**src/rtl/ex_stage_mc.sv**
```systemverilog
// Execute stage with a multi-cycle MAC path and a single output holding register.
// A non-MAC result appears one cycle after transfer. A MAC result appears MAC_LAT cycles after transfer.
module ex_stage_mc #(
   parameter int XLEN    = 32,
   parameter int MAC_LAT = 3,
   parameter int OP_W    = 4
) (
   input  logic            clk,
   input  logic            reset,
   input  logic            flush,
   input  logic            in_valid,
   output logic            in_ready,
   input  logic [XLEN-1:0] op_1,
   input  logic [XLEN-1:0] op_2,
   input  logic [XLEN-1:0] op_3,
   input  logic [XLEN-1:0] mem_offset,
   input  logic [OP_W-1:0] alu_op,
   input  logic [4:0]      rd_addr,
   input  logic            rd_we,
   input  logic [31:0]     inst,
   output logic            out_valid,
   input  logic            out_ready,
   output logic [4:0]      rd_addr_wb,
   output logic            rd_we_wb,
   output logic [XLEN-1:0] rd_data,
   output logic [XLEN-1:0] mem_addr_mem,
   output logic [OP_W-1:0] alu_op_mem,
   output logic [XLEN-1:0] op_2_mem,
   output logic [31:0]     ex_inst,
   output logic            busy
);

   localparam int SH_W = $clog2(XLEN);
   localparam logic [OP_W-1:0] OP_ADD = OP_W'(0);
   localparam logic [OP_W-1:0] OP_SUB = OP_W'(1);
   localparam logic [OP_W-1:0] OP_AND = OP_W'(2);
   localparam logic [OP_W-1:0] OP_OR  = OP_W'(3);
   localparam logic [OP_W-1:0] OP_SLL = OP_W'(4);
   localparam logic [OP_W-1:0] OP_SRA = OP_W'(5);
   localparam logic [OP_W-1:0] OP_SW  = OP_W'(6);
   localparam logic [OP_W-1:0] OP_LW  = OP_W'(7);
   localparam logic [OP_W-1:0] OP_MAC = OP_W'(8);
   localparam bit MULTI = (MAC_LAT > 1);

   typedef enum logic {S_IDLE, S_MAC} state_t;

   state_t state_q, state_d;
   logic [3:0]      cnt_q, cnt_d;
   logic            out_valid_q, out_valid_d;
   logic [4:0]      rd_addr_q, rd_addr_d;
   logic            rd_we_q, rd_we_d;
   logic [XLEN-1:0] rd_data_q, rd_data_d;
   logic [XLEN-1:0] mem_addr_q, mem_addr_d;
   logic [OP_W-1:0] alu_op_q, alu_op_d;
   logic [XLEN-1:0] op_2_q, op_2_d;
   logic [31:0]     inst_q, inst_d;
   logic [XLEN-1:0] mac_a_q, mac_a_d, mac_b_q, mac_b_d, mac_c_q, mac_c_d;

   logic in_ready_c, busy_c;
   logic accept, is_mac, mac_start, mac_done;

   function automatic logic op_defined(input logic [OP_W-1:0] op);
      case (op)
         OP_ADD, OP_SUB, OP_AND, OP_OR, OP_SLL, OP_SRA, OP_SW, OP_LW, OP_MAC: op_defined = 1'b1;
         default: op_defined = 1'b0;
      endcase
   endfunction

   function automatic logic [XLEN-1:0] alu_result(input logic [OP_W-1:0] op,
                                                  input logic [XLEN-1:0] a, b, c);
      logic signed [XLEN-1:0] a_s;
      a_s = a;
      case (op)
         OP_ADD:  alu_result = a + b;
         OP_SUB:  alu_result = a - b;
         OP_AND:  alu_result = a & b;
         OP_OR:   alu_result = a | b;
         OP_SLL:  alu_result = a << b[SH_W-1:0];
         OP_SRA:  alu_result = a_s >>> b[SH_W-1:0];
         OP_MAC:  alu_result = a * b + c;
         default: alu_result = '0;
      endcase
   endfunction

   assign accept    = in_valid && in_ready_c;
   assign is_mac    = (alu_op == OP_MAC);
   assign mac_start = accept && is_mac && MULTI;
   // The result is loaded on the edge where the counter steps from 1 to 0.
   assign mac_done  = (state_q == S_MAC) && (cnt_q == 4'd1) && !flush;

   always_ff @(posedge clk) begin
      if (reset) begin
         state_q     <= S_IDLE;
         cnt_q       <= '0;
         out_valid_q <= 1'b0;
         rd_addr_q   <= '0;
         rd_we_q     <= 1'b0;
         rd_data_q   <= '0;
         mem_addr_q  <= '0;
         alu_op_q    <= '0;
         op_2_q      <= '0;
         inst_q      <= '0;
         mac_a_q     <= '0;
         mac_b_q     <= '0;
         mac_c_q     <= '0;
      end else begin
         state_q     <= state_d;
         cnt_q       <= cnt_d;
         out_valid_q <= out_valid_d;
         rd_addr_q   <= rd_addr_d;
         rd_we_q     <= rd_we_d;
         rd_data_q   <= rd_data_d;
         mem_addr_q  <= mem_addr_d;
         alu_op_q    <= alu_op_d;
         op_2_q      <= op_2_d;
         inst_q      <= inst_d;
         mac_a_q     <= mac_a_d;
         mac_b_q     <= mac_b_d;
         mac_c_q     <= mac_c_d;
      end
   end

   always_comb begin
      state_d = state_q;
      cnt_d   = cnt_q;
      if (flush) begin
         state_d = S_IDLE;
         cnt_d   = '0;
      end else if (mac_start) begin
         state_d = S_MAC;
         cnt_d   = 4'(MAC_LAT - 1);
      end else if (state_q == S_MAC) begin
         cnt_d = cnt_q - 4'd1;
         if (cnt_q == 4'd1) state_d = S_IDLE;
      end
   end

   always_comb begin
      busy_c     = (state_q == S_MAC);
      in_ready_c = (state_q == S_IDLE) && (!out_valid_q || out_ready) && !flush;
   end

   always_comb begin
      rd_addr_d   = rd_addr_q;
      rd_we_d     = rd_we_q;
      rd_data_d   = rd_data_q;
      mem_addr_d  = mem_addr_q;
      alu_op_d    = alu_op_q;
      op_2_d      = op_2_q;
      inst_d      = inst_q;
      mac_a_d     = mac_a_q;
      mac_b_d     = mac_b_q;
      mac_c_d     = mac_c_q;
      out_valid_d = out_valid_q;

      // Metadata is taken at transfer. The output is empty or draining then, so this is safe for MAC too.
      if (accept) begin
         rd_addr_d  = rd_addr;
         rd_we_d    = rd_we && op_defined(alu_op);
         alu_op_d   = alu_op;
         op_2_d     = op_2;
         inst_d     = inst;
         mem_addr_d = (alu_op == OP_SW || alu_op == OP_LW) ? op_1 + mem_offset : '0;
         if (!mac_start) rd_data_d = alu_result(alu_op, op_1, op_2, op_3);
      end
      if (mac_start) begin
         mac_a_d = op_1;
         mac_b_d = op_2;
         mac_c_d = op_3;
      end
      if (mac_done) rd_data_d = mac_a_q * mac_b_q + mac_c_q;

      if (flush)                         out_valid_d = 1'b0;
      else if (accept && !mac_start)     out_valid_d = 1'b1;
      else if (mac_done)                 out_valid_d = 1'b1;
      else if (out_ready)                out_valid_d = 1'b0;
   end

   assign in_ready     = in_ready_c;
   assign busy         = busy_c;
   assign out_valid    = out_valid_q;
   assign rd_addr_wb   = rd_addr_q;
   assign rd_we_wb     = rd_we_q;
   assign rd_data      = rd_data_q;
   assign mem_addr_mem = mem_addr_q;
   assign alu_op_mem   = alu_op_q;
   assign op_2_mem     = op_2_q;
   assign ex_inst      = inst_q;

endmodule

```
**config.mk**
```make
export PLATFORM = sky130hd
export DESIGN_NAME = ex_stage_mc
export DESIGN_NICKNAME = d
export VERILOG_FILES = /design/src/rtl/ex_stage_mc.sv
export SDC_FILE = /design/constraint.sdc
export NUM_CORES = 2
export LEC_CHECK = 0
export ABC_AREA = 1
export CORE_ASPECT_RATIO = 1.5
export CORE_MARGIN = 4
export CORE_UTILIZATION = 30
export DETAILED_ROUTE_END_ITERATION = 8
export PLACE_DENSITY = 0.44
export SLEW_MARGIN = 20
export SYNTH_ARGS = -nofsm -noshare
export SYNTH_HDL_FRONTEND = slang
export SYNTH_SLANG_ARGS = --single-unit
export TNS_END_PERCENT = 1
```
**constraint.sdc**
```tcl
create_clock -name clk -period 17.7 [get_ports clk]
set_clock_uncertainty 0.2 [all_clocks]
set_input_delay 3.54 -clock clk [delete_from_list [all_inputs] [get_ports clk]]
set_output_delay 3.54 -clock clk [all_outputs]
set_load 0.05 [all_outputs]
```
==> summary.md <==
Min path
* register to register — worst min-delay path class

Clocking
* 240 — count of clock tree sinks
* 0.06 ns — CTS clock-pin slew for the worst setup and hold paths
* 0 — postcts setup bufs
* 2 — # H-tree levels
* sky130_fd_sc_hd__clkbuf_16 — buffer type at the clock tree root
* 0 — number of gates given a new drive strength after cts
* 0.61 ns — clock insertion delay at the later pin of the skew report
* 34 — number of buffers inserted during clock tree synthesis
* 0 — Hold Buf Count CTS
* 3 — Longest Clk Path Bufs
* done — clock tree from TritonCTS

Final layout
* 0.03300 — share of layout cells above drive strength 1
* 0.3445 — Layout Utilization
* 6762 — post-layout net count
* 14.26% — layout overhead on the synthesized area
* 7513 — number of non-filler instances in the completed layout

Synth
* 0.1342 — share of the synthesized area in compound gates (AO/OA/AOI/OAI)
* 240 — register bit count reported by yosys
* 0 — Async S/R FF share, synth
* adder cells — dominant combinational cell family by area after synthesis
* sky130_fd_sc_hd__nand2_1 (1603), sky130_fd_sc_hd__inv_1 (1121), sky130_fd_sc_hd__fa_1 (561), sky130_fd_sc_hd__a21oi_1 (442), sky130_fd_sc_hd__o21ai_0 (387) — synth cell count leaders
* 0.01163 — XOR/XNOR share of the synthesized area
* sky130_fd_sc_hd__fa_1 (29%), sky130_fd_sc_hd__nand2_1 (15%), sky130_fd_sc_hd__dfxtp_1 (12%), sky130_fd_sc_hd__inv_1 (11%), sky130_fd_sc_hd__ha_1 (8.4%) — synth top area cells
* 0.0007665 — multiplexer area fraction after synthesis
* 0.2160 — post-synthesis share of cell area spent on and, or, nand and nor gates
* sky130_fd_sc_hd__nand2_1 — most instantiated library cell after synthesis
* 0.3703 — arithmetic-cell share of the synthesized area counting full adders, half adders and majority gates
* sky130_fd_sc_hd__fa_1 — library cell occupying the most area in the post-synthesis netlist
* sky130_fd_sc_hd__dfxtp_1 — prevailing post-synth register cell
* 6696 — total nets after synthesis
* 0.1226 — sequential fraction of the synthesis area
* 0 — number of synthesized flops with an enable pin
* 0.03918 mm² — Cell Area, Synth
* 55 — count of unique library cells instantiated by Yosys
* 0.2867 — top-area cell type share of the netlist area
* 0 — synth warn
* 5698 — Mapped Cells
* 6.875 µm² — syn_area_per_cell

Timing
* 101.0 MHz — fmax
* 1.206 ns — Worst-Margin Slew
* 0 ns — aggregate negative setup slack
* 0 — Finish-stage setup viols
* 0 — final max-slew violation count
* 0.2637 ns — worst hold margin
* 0.5592 — final worst path period share
* 0.1872 — max-slew headroom at the worst pin
* 9.899 ns — shortest period the worst path allows
* 0 — number of hold-slack violations in the final timing report
* no — RSZ-0062 raised after global routing

Detailed routing
* 37.26k — routed via count
* 0 — DRC violation count after routing
* 4.960 — drt via density
* 2379 — violation count after the first detailed-route iteration
* 6 — iteration count of the initial detailed-routing pass
* 23.04 µm — average detailed-routed wire length per instance
* 0 — DRT antenna net count
* 173100 µm — Routed Wire Length

Power and ir drop
* 0.207 — part of the total power dissipated in sequential elements
* 0.540 — portion of total power attributed to combinational logic
* 0.253 — fraction of power consumed by the clock network
* 1.487 mW — cell-internal power
* 22.38 nW — leakage power total
* 0.4596 — switching power share of the total
* 61.48 mW/mm² — power density cells
* 1.265 mW — net switching power
* 2.752 mW — total power of the final layout
* 0.0001121 V — VDD IR max

Job
* 0 — max-capacitance violation count

Die
* 0.3015 — starting utilization of the core area
* 450.6 µm — y dimension of the die
* 0.1366 mm² — floorplan die area
* 316 — top-level port count
* 303.1 µm — die extent in x
* 162 — floorplan row count
* 0.1299 mm² — Core Footprint

Critical path
* input pin to register — Setup CP Type
* 9.22 ns — R2R setup slack
* input pin — kind of start point of the critical path
* 17.96 ns — Data required, critical path
* 10.16 ns — worst path arrival time
* register — endpoint class of the critical path
* 17 — crit path max fanout

Placed design
* 7450 — number of cells after detailed placement
* 0.9880 — routability congestion estimate from global placement
* 139200 µm — Post-DP HPWL
* 315 — input/output buffers

Run status
* finished clean — outcome

GRT
* 0 — Overflow after GRT
* 104 — largest net degree at the start of global routing
* 255800 µm — first-pass GRT wire length
* 9 — antenna violations before repair
* 0.2528 — Overall Global Routing Usage
* 39.04k — via count of the first global-routing pass

[power groups by stage]
stage	registers, mW	clock network, mW	logic [mW]
floorplan	0.614	0	0.976
global placement	0.582	0	1.50
detailed placement	0.582	0	1.50
CTS	0.570	0.727	1.51
global route	0.572	0.742	1.71
finish	0.570	0.697	1.49
[layout by cell type, fill, tap and decap left out, drive strengths merged, types with 199 or more instances in the layout]
| cell | count |
|---|---|
| nor2 | 214 |
| nand2 | 1603 |
| nand3 | 199 |
| clkdlybuf4s50 | 309 |
| dfxtp | 240 |
| a21oi | 445 |
| o21ai | 395 |
| fa | 561 |
| ha | 262 |
| inv | 1131 |
[routing by layer]
metal	GRT usage	wire length, µm
met1	0.2844	65340
met4	0.1111	9020
met2	0.4736	91140
met3	0.02915	7584
met5	0	52
[worst max-delay path, cell delays in order]
cell                              delay (ns)
sky130_fd_sc_hd__clkdlybuf4s50_1        1.19
sky130_fd_sc_hd__nand2_1                0.25
sky130_fd_sc_hd__inv_1                  0.14
sky130_fd_sc_hd__fa_1                   0.44
sky130_fd_sc_hd__fa_1                   0.44
sky130_fd_sc_hd__fa_1                   0.54
sky130_fd_sc_hd__inv_1                  0.05
sky130_fd_sc_hd__fa_1                   0.47
sky130_fd_sc_hd__inv_1                  0.04
sky130_fd_sc_hd__ha_1                   0.27
sky130_fd_sc_hd__ha_1                   0.30
sky130_fd_sc_hd__fa_1                   0.48
sky130_fd_sc_hd__inv_1                  0.05
sky130_fd_sc_hd__fa_1                   0.47
sky130_fd_sc_hd__inv_1                  0.04
sky130_fd_sc_hd__ha_1                   0.28
sky130_fd_sc_hd__a21o_1                 0.16
sky130_fd_sc_hd__a21oi_1                0.18
sky130_fd_sc_hd__nor2_1                 0.06
sky130_fd_sc_hd__a211oi_1               0.16
sky130_fd_sc_hd__nand2_1                0.09
sky130_fd_sc_hd__o21ai_0                0.19
sky130_fd_sc_hd__nand4_1                0.11
sky130_fd_sc_hd__a21oi_1                0.15
sky130_fd_sc_hd__nor2_1                 0.05
[path summary, 6_finish.rpt]
| path | from | cells after the start | to |
|---|---|---|---|
| max | op_1[6] | 25 | rd_data[16]$_SDFFE_PP0P_ |
| min | ex_inst[19]$_SDFFE_PP0P_ | 2 | ex_inst[19]$_SDFFE_PP0P_ |
| max reg2reg | mac_a_q[14]$_SDFFE_PP0P_ | 22 | rd_data[30]$_SDFFE_PP0P_ |
| min reg2reg | ex_inst[19]$_SDFFE_PP0P_ | 2 | ex_inst[19]$_SDFFE_PP0P_ |
[cells by family after synthesis]
family / Yosys count
and+or+nand+nor: 2108
buffers and inverters: 1494
AOI/OAI and AO/OA: 978
adders and majority gates: 823
DFF: 240
xor gates and xnor gates: 52
muxes: 3
[through the flow]
step	instance area, µm²	setup WS, ns
2_1_floorplan	39180	7.902
3_3_place_gp	43680	7.307
3_5_place_dp	43680	7.257
4_1_cts	44750	7.866
5_1_grt	44760	7.470
6_report	44760	7.801
[layout make-up]
type	count	area (µm²)
flip-flops and latches	240	4813
clock buffers	43	935.9
diodes	3	7.507
well taps	1722	2155
repair buffers	392	3716
multi-input cells	3964	28740
inverters	1132	4253
clock inverters	17	142.6
fillers	14200	85170
[sequential cells by signal, summed over array words and instances (netlist names)]
signal / count
rd_we_wb: 1
mac_b_q: 32
ex_inst: 32
mac_a_q: 32
op_2_mem: 32
mac_c_q: 32
rd_data: 32
rd_addr_wb: 5
out_valid: 1
alu_op_mem: 4
cnt_q: 4
mem_addr_mem: 32
busy: 1
(Power assumes the default switching activity.)
